## config.mk

```make
export PLATFORM = sky130hd
export DESIGN_NAME = channel_scheduler
export DESIGN_NICKNAME = d
export VERILOG_FILES = /design/src/rtl/sched_pkg.sv /design/src/rtl/channel_scheduler_rr_pick.sv /design/src/rtl/channel_scheduler.sv
export SDC_FILE = /design/constraint.sdc
export NUM_CORES = 1
export LEC_CHECK = 0
export CAP_MARGIN = 20
export CORE_MARGIN = 5
export CORE_UTILIZATION = 40
export DETAILED_ROUTE_END_ITERATION = 6
export PLACE_DENSITY = 0.68
export REMOVE_ABC_BUFFERS = 1
export SETUP_SLACK_MARGIN = 0.5
export SLEW_MARGIN = 20
export SYNTH_ARGS = -nofsm -noshare
export SYNTH_HDL_FRONTEND = slang
export SYNTH_SLANG_ARGS = --single-unit
```

## constraint.sdc

```tcl
create_clock -name clk -period 2.9 [get_ports clk]
set_clock_uncertainty 0.2 [all_clocks]
set_input_delay 0.435 -clock clk [delete_from_list [all_inputs] [get_ports clk]]
set_output_delay 0.435 -clock clk [all_outputs]
set_load 0.01 [all_outputs]
```

## src/rtl/sched_pkg.sv

```systemverilog
// Shared types and constants for the channel scheduler.
// The 3-to-8 decoder lives here so every user shares one definition.
package sched_pkg;

    localparam int NUM_CH = 8;
    localparam int SEL_W  = 3;
    localparam int CNT_W  = 8;

    typedef enum logic {
        IDLE,
        GRANT
    } state_e;

    function automatic logic [NUM_CH-1:0] dec3to8(
        input logic [SEL_W-1:0] s
    );
        logic [NUM_CH-1:0] oh;
        oh    = '0;
        oh[s] = 1'b1;
        return oh;
    endfunction

endpackage

```

## src/rtl/channel_scheduler_rr_pick.sv

```systemverilog
// Round-robin pick: first set request at or above ptr, wrapping 7 -> 0.
import sched_pkg::*;

module rr_pick (
    input  logic [NUM_CH-1:0] req,
    input  logic [SEL_W-1:0]  ptr,
    output logic [SEL_W-1:0]  idx,
    output logic              any
);

    logic [2*NUM_CH-1:0] dbl;
    logic [NUM_CH-1:0]   rot;
    logic [SEL_W-1:0]    off;
    logic                found;

    always_comb begin
        dbl   = {req, req} >> ptr;
        rot   = dbl[NUM_CH-1:0];
        off   = '0;
        found = 1'b0;
        for (int i = 0; i < NUM_CH; i++) begin
            if (rot[i] && !found) begin
                found = 1'b1;
                off   = i[SEL_W-1:0];
            end
        end
        idx = ptr + off;
        any = |req;
    end

endmodule

```

## src/rtl/channel_scheduler.sv

```systemverilog
// Round-robin 8-channel burst scheduler driving a 1-to-8 demux.
// Optional burst extension via lock[] when SCHED_LOCK_EN is defined.
import sched_pkg::*;

module channel_scheduler #(
    parameter int unsigned BURST_LEN = 4
) (
    input  logic              clk,
    input  logic              rst_n,
    input  logic [NUM_CH-1:0] req,
`ifdef SCHED_LOCK_EN
    input  logic [NUM_CH-1:0] lock,
`endif
    output logic [NUM_CH-1:0] gnt,
    output logic [SEL_W-1:0]  sel,
    output logic              sel_valid
);

    state_e            state_q, state_d;
    logic [SEL_W-1:0]  ptr_q, ptr_d;
    logic [SEL_W-1:0]  sel_q, sel_d;
    logic [CNT_W-1:0]  cnt_q, cnt_d;
    logic [NUM_CH-1:0] gnt_q, gnt_d;

    logic [SEL_W-1:0]  pick_idx;
    logic              pick_any;
    logic [CNT_W-1:0]  cnt_inc;
    logic              burst_ok;
    logic              lock_own;

    rr_pick u_pick (
        .req (req),
        .ptr (ptr_q),
        .idx (pick_idx),
        .any (pick_any)
    );

`ifdef SCHED_LOCK_EN
    assign lock_own = lock[sel_q];
`else
    assign lock_own = 1'b0;
`endif

    // Saturating so a locked owner can hold indefinitely.
    assign cnt_inc  = (cnt_q == {CNT_W{1'b1}}) ? cnt_q : cnt_q + 1'b1;
    assign burst_ok = cnt_inc < CNT_W'(BURST_LEN);

    always_ff @(posedge clk) begin
        if (!rst_n) begin
            state_q <= IDLE;
            ptr_q   <= '0;
            sel_q   <= '0;
            cnt_q   <= '0;
            gnt_q   <= '0;
        end else begin
            state_q <= state_d;
            ptr_q   <= ptr_d;
            sel_q   <= sel_d;
            cnt_q   <= cnt_d;
            gnt_q   <= gnt_d;
        end
    end

    always_comb begin
        state_d = state_q;
        ptr_d   = ptr_q;
        sel_d   = sel_q;
        cnt_d   = cnt_q;
        gnt_d   = gnt_q;
        unique case (state_q)
            IDLE: begin
                gnt_d = '0;
                if (pick_any) begin
                    state_d = GRANT;
                    sel_d   = pick_idx;
                    cnt_d   = '0;
                    gnt_d   = dec3to8(pick_idx);
                end
            end
            GRANT: begin
                cnt_d = cnt_inc;
                if (!(req[sel_q] && (burst_ok || lock_own))) begin
                    state_d = IDLE;
                    gnt_d   = '0;
                    ptr_d   = sel_q + 1'b1;
                end
            end
            default: begin
                state_d = IDLE;
                gnt_d   = '0;
            end
        endcase
    end

    always_comb begin
        gnt       = gnt_q;
        sel       = sel_q;
        sel_valid = |gnt_q;
    end

endmodule

```

* Yosys cells after proc, flatten, opt, wreduce, memory -nomap -nowiden
Cells that the tools add are included.
** Word-level totals
- Bits in registers :: 23
** Cells by class
- Add/sub/neg operators :: 3
- Order comparisons :: 4
- Eq/ne operators :: 3
- Shift-type cells :: 1
- Multiplexer cells :: 27
- Bitwise operators :: 2
- Reduce and logical (&&, ||, !) cells :: 20
** Operators with widths (count)
- $mux W8 :: 4
- $pmux W8 S2 :: 2
- $reduce_or A8 Y1 :: 2
- $shr A16 B3 Y8 :: 1
- $mux W1 :: 12
- $mux W3 :: 4
- $logic_and A1 B1 Y1 :: 9
- $add A8 B1 Y8 const B :: 1
- $eq A8 B8 Y1 const B :: 1
- $lt A3 B4 Y1 const B :: 2
- $lt A8 B3 Y1 const B :: 1
- $logic_not A1 Y1 :: 7
- $mux W2 :: 2
- $ne A2 B2 Y1 const B :: 2
- $reduce_and A2 Y1 :: 2
- $add A3 B1 Y3 const B :: 1
- $add A3 B3 Y3 :: 1
- $bmux W1 S3 :: 1
- $demux W1 S3 :: 1
- $ge A3 B1 Y1 const B :: 1
- $not A1 Y1 :: 2
- $pmux W1 S2 :: 1

* Longest topological paths before layout
- Depth in word-level cells :: 30
- Depth in mapped cells :: 12

* By module
A second synthesis with hierarchy kept.
** Second synthesis, totals
- Cells, all modules :: 213
- Area, all modules :: 1860.5 um^2
** By module, submodules not included
- channel_scheduler :: times used 1, cells each 137, area each 1202.4 um^2, sequential area each 460.4 um^2
- rr_pick :: times used 1, cells each 76, area each 658.1 um^2, sequential area each 0.0 um^2

* Worst setup path after synthesis
No wires, ideal clock.
- Path type :: register to register
- Start point :: reg ptr_q[1]
- End point :: reg gnt_q[3], in the netlist gnt[3]
- Library setup time :: 0.114 ns
- Arrival :: 2.751 ns
- Required time :: 2.586 ns
- Path slack :: -0.165 ns
- Stages on the path, launching flop included :: 13
- Cell sequence :: dfxtp_1 > buf_6 > buf_12 > mux2_1 > a21oi_1 > nor3_1 > a311oi_1 > o22ai_1 > ha_1 > fa_1 > xor2_1 > xnor2_2 > a2bb2o_4
** On the way
- Word-level cells in the longest chain between the ends :: 30
- Elaborated cells between the ends (all ways) :: 37
- Those cells by class :: 1 x add/sub; 2 x order compare; 1 x shift; 18 x mux; 15 x reduce/logical
** RTL lines
- start, declared :: RTL line channel_scheduler.sv:20 : logic [SEL_W-1:0] ptr_q, ptr_d;
- start signal, assigned :: RTL line channel_scheduler.sv:57 : ptr_q <= ptr_d;
- $shr A16 B3 Y8 :: RTL line channel_scheduler_rr_pick.sv:17 : dbl = {req, req} >> ptr;
- $mux W1 :: RTL line channel_scheduler_rr_pick.sv:22 : if (rot[i] && !found) begin
- $logic_not A1 Y1 :: RTL line channel_scheduler_rr_pick.sv:22
- $logic_and A1 B1 Y1 :: RTL line channel_scheduler_rr_pick.sv:22
- $mux W1 :: RTL line channel_scheduler_rr_pick.sv:22
- $logic_not A1 Y1 :: RTL line channel_scheduler_rr_pick.sv:22
- $logic_and A1 B1 Y1 :: RTL line channel_scheduler_rr_pick.sv:22
- $mux W1 :: RTL line channel_scheduler_rr_pick.sv:22
- [... 14 more ...]
- $mux W3 :: RTL line channel_scheduler_rr_pick.sv:22
- $add A3 B3 Y3 * :: RTL line channel_scheduler_rr_pick.sv:27 : idx = ptr + off;
- $lt A3 B4 Y1 (implied by the code) or $ge A3 B1 Y1 (tied branches) :: RTL line sched_pkg.sv:19 : oh[s] = 1'b1;
- $logic_and A1 B1 Y1 (implied by the code) :: RTL line sched_pkg.sv:19
- $mux W1 (implied by the code) :: RTL line sched_pkg.sv:19
- $demux W1 S3 * :: RTL line sched_pkg.sv:19
- $mux W8 * :: RTL line channel_scheduler.sv:73 : if (pick_any) begin
- $pmux W8 S2 * :: RTL line channel_scheduler.sv:70 : unique case (state_q)
- end signal, assigned :: RTL line channel_scheduler.sv:60 : gnt_q <= gnt_d;
- end, declared :: RTL line channel_scheduler.sv:23 : logic [NUM_CH-1:0] gnt_q, gnt_d;
Mark *: on every way between the ends. The rest lies on a longest branch, timed or not.
A chain may end at the register's enable or synchronous reset.

* Worst setup path after layout
Ends and elaborated chain as after synthesis.

==> flow_metrics.tcl <==
set metrics [dict create \
    status "finished, violations left" \
    violations "negative setup slack" \
    syn_inst 181 \
    htreeDepth 1 \
    start_util 0.4073 \
    critPathTopFamily "multiplexers" \
    ys_seq_area_frac 0.2632 \
    layout_commonest_cell "buf_4" \
    worst_pin_slew_ns 0.4957 \
    route.vias.total 1599 \
    p_int_uw 1073 \
    grt_overflow_total 0 \
    holdWs_ns 0.2991 \
    grt_pass1_vias 1585 \
    grt.total_usage 0.1518 \
    hp-start "gnt[7]$_SDFFE_PN0P_" \
    clk_pin_slew_ns 0.08 \
    final_core_util 0.5851 \
    syn_area_per_cell_um2 9.664 \
    p_leak_uw 0.0009606 \
    design_area_um2 2512 \
    post-route-min-period_ns 3.005 \
    finalHoldViolCount 0 \
    numPortBuffers 21 \
    r2r_slack_ns -0.11 \
    period_share 1.036 \
    ctsHoldBuffers 0 \
    grt_pass1_wl_um 7479 \
    wire_per_inst_um 15.44 \
    clk_latency_ns 0.27 \
    r2r-end "gnt[3]$_SDFFE_PN0P_" \
    wl_um 4430 \
    core_um2 4294 \
    clockRootBuffer "clkbuf_8" \
    design.final.nets 250 \
    drc 0 \
    antenna_found_initial 0 \
    cts_made_buffers 3 \
    die-area_um2 5796 \
    gp_congestion 0.8257 \
    fmax_mhz 332.8 \
    place_area_um2 2227 \
    cts.path.max_buffers 2 \
    rsz0062_at_grt "yes" \
    crit_chain "buf_6 -> mux2i_1 -> mux4_2 -> a21boi_2 -> o22ai_2 -> ha_2 -> fa_2 -> xor2_4 -> xnor2_4 -> a2bb2o_4" \
    final_cell_mix "buf_4 (36), dfxtp_1 (22), clkdlybuf4s50_1 (13)" \
    num_antenna_cells 0 \
    syn_area_um2 1749 \
    ir_drop_mv 0.2590 \
    synth_edf_count 0 \
    worst-path-buf-inv 1 \
    hold_depth 1 \
    fp.dieW_um 76.13 \
    ys_ff_latch 23 \
    viasPerCell 5.571 \
    required_ns 2.87 \
    antenna_left 0 \
    critical_path.startpoint_type "register" \
    num_rows 24 \
    ys_async_sr_fraction 0 \
    yosysUniqueCellTypes 54 \
    cpMaxStageDelayCell "mux4_2" \
    layout_setup_ws_ns -0.1052 \
    cap_viol_max_count 0 \
    power_density_nw_per_um2 697.0 \
    dp_hpwl_um 3209 \
    first_pass_iters 4 \
    p_comb_frac 0.624 \
    drive_gt1_frac 0.3830 \
    critical_path_class "register to register" \
    finalSetupTns_ns -0.4600 \
    r2r-start "ptr_q[1]$_SDFFE_PN0P_" \
    p_clk_frac 0.115 \
    hold_end "gnt[7]$_SDFFE_PN0P_" \
    maxSlewHeadroom 0.6691 \
    min_path_type "register to register" \
    worst_ep_arrival_time_ns 2.98 \
    synth_ff_type "dfxtp_1" \
    cts_tree "yes" \
    endpoint_kind "register" \
    area_growth_pct 43.63 \
    synth_warnings 0 \
    cp_slowest_stage_delay_ns 0.52 \
    slew_viol_final 0 \
    p_switching_uw 678.2 \
    die_h_um 76.13 \
    setup_viol 9 \
    switching_share 0.3872 \
    grt_max_degree 17 \
    path_max_fanout 6 \
    ioPinCount 22 \
    drt-initial-drc-count 64 \
    clock_sinks 23 \
    cp.depth 10 \
    r2r_cells 10 \
    p_seq_frac 0.261 \
]
-- stage by stage --
step,total power [uW],setup WS (ns),instances
2_1_floorplan,966.6,-0.4461,170
3_3_place_gp,1345,-0.5862,280
3_5_place_dp,1357,-0.6676,280
4_1_cts,1648,-0.1335,286
5_1_grt,1868,-0.1865,287
6_report,1751,-0.1052,287
-- how the worst max path moves through the flow --
stage	startpoint	endpoint	slack, ns
final	ptr_q[1]$_SDFFE_PN0P_	gnt[3]$_SDFFE_PN0P_	-0.11
after global routing	ptr_q[1]$_SDFFE_PN0P_	gnt[3]$_SDFFE_PN0P_	-0.19
after detailed placement	req[1]	gnt[3]$_SDFFE_PN0P_	-0.67
after floorplan	ptr_q[1]$_SDFFE_PN0P_	gnt[3]$_SDFFE_PN0P_	-0.45
after CTS	ptr_q[1]$_SDFFE_PN0P_	gnt[3]$_SDFFE_PN0P_	-0.13
after global placement	req[3]	gnt[3]$_SDFFE_PN0P_	-0.59
-- power by group through the flow --
stage | sequential, uW | clock, uW | combinational (uW)
CTS | 455 | 207 | 987
global placement | 458 | 0 | 887
finish | 457 | 201 | 1090
global route | 470 | 221 | 1180
detailed placement | 457 | 0 | 900
floorplan | 494 | 0 | 472
-- registers in the layout, summed over array words and instances, names as in the netlist --
name / count
cnt_q: 8
gnt: 8
ptr_q: 3
sel: 3
state_q: 1
-- cells in the mapped netlist, drive strengths merged, types with 2 or more instances --
master / instances / area [um2]
o32ai: 2 / 32.53
o211a: 3 / 30.03
mux2i: 20 / 212.7
clkbuf: 6 / 22.52
mux2: 5 / 63.81
nand4: 2 / 12.51
o21ai: 3 / 15.01
and3: 5 / 31.28
nand3: 10 / 50.05
xor2: 2 / 25.03
ha: 3 / 37.54
xnor2: 2 / 25.03
nor3: 6 / 30.03
a21oi: 7 / 35.03
nor3b: 4 / 35.03
buf: 5 / 52.55
a21boi: 4 / 30.02
nor2b: 5 / 31.28
nor2: 8 / 30.03
nand2: 11 / 43.80
a41oi: 2 / 17.52
nor4: 4 / 25.02
a31oi: 4 / 25.02
dfxtp: 23 / 460.4
a311oi: 4 / 35.03
o22ai: 3 / 18.77
mux4: 4 / 97.59
nand2b: 2 / 12.51
a22o: 6 / 52.55
inv: 3 / 11.26
-- cell type report --
cell class                      count  area [um2]
Multi-Input combinational cell    144        1410
Tap cell                           52       65.06
Inverter                            3       11.26
Clock inverter                      1       5.005
Timing Repair Buffer               61       515.5
Sequential cell                    23       464.2
Clock buffer                        3       41.29
Fill cell                         372        1782
-- cells by family (layout without fill, tap and decap cells) --
family / after synthesis / count (layout) / share of synthesized area
DFF: 23 / 23 / 0.2632
buffers and inverters: 14 / 68 / 0.04935
xor gates and xnor gates: 4 / 4 / 0.02862
and+or+nand+nor: 61 / 61 / 0.1903
muxes: 29 / 29 / 0.2139
adders and majority gates: 4 / 4 / 0.03291
AOI/OAI and AO/OA: 46 / 46 / 0.2217
-- layer usage --
layer  vias up  part of all wire  wire [um]  GRT usage
met5         -                 0          0          0
met4         0             0.010         46    0.02972
met3         4             0.042        187    0.03546
met2        28              0.47       2081     0.2449
met1       752              0.48       2114     0.2075
li1        815                 -          -          -
-- what timing repair did --
| item | 4_1_cts | 5_1_grt |
|---|---|---|
| buffers inserted | 2 | 1 |
| gates cloned | 0 | 0 |
| endpoints found under the setup margin | 12 | 15 |
| pin swaps | 8 | 12 |
| resized for setup | 34 | 24 |
| hold endpoints to repair | 0 | 0 |
No activity file was read; power rests on OpenSTA's default activity.
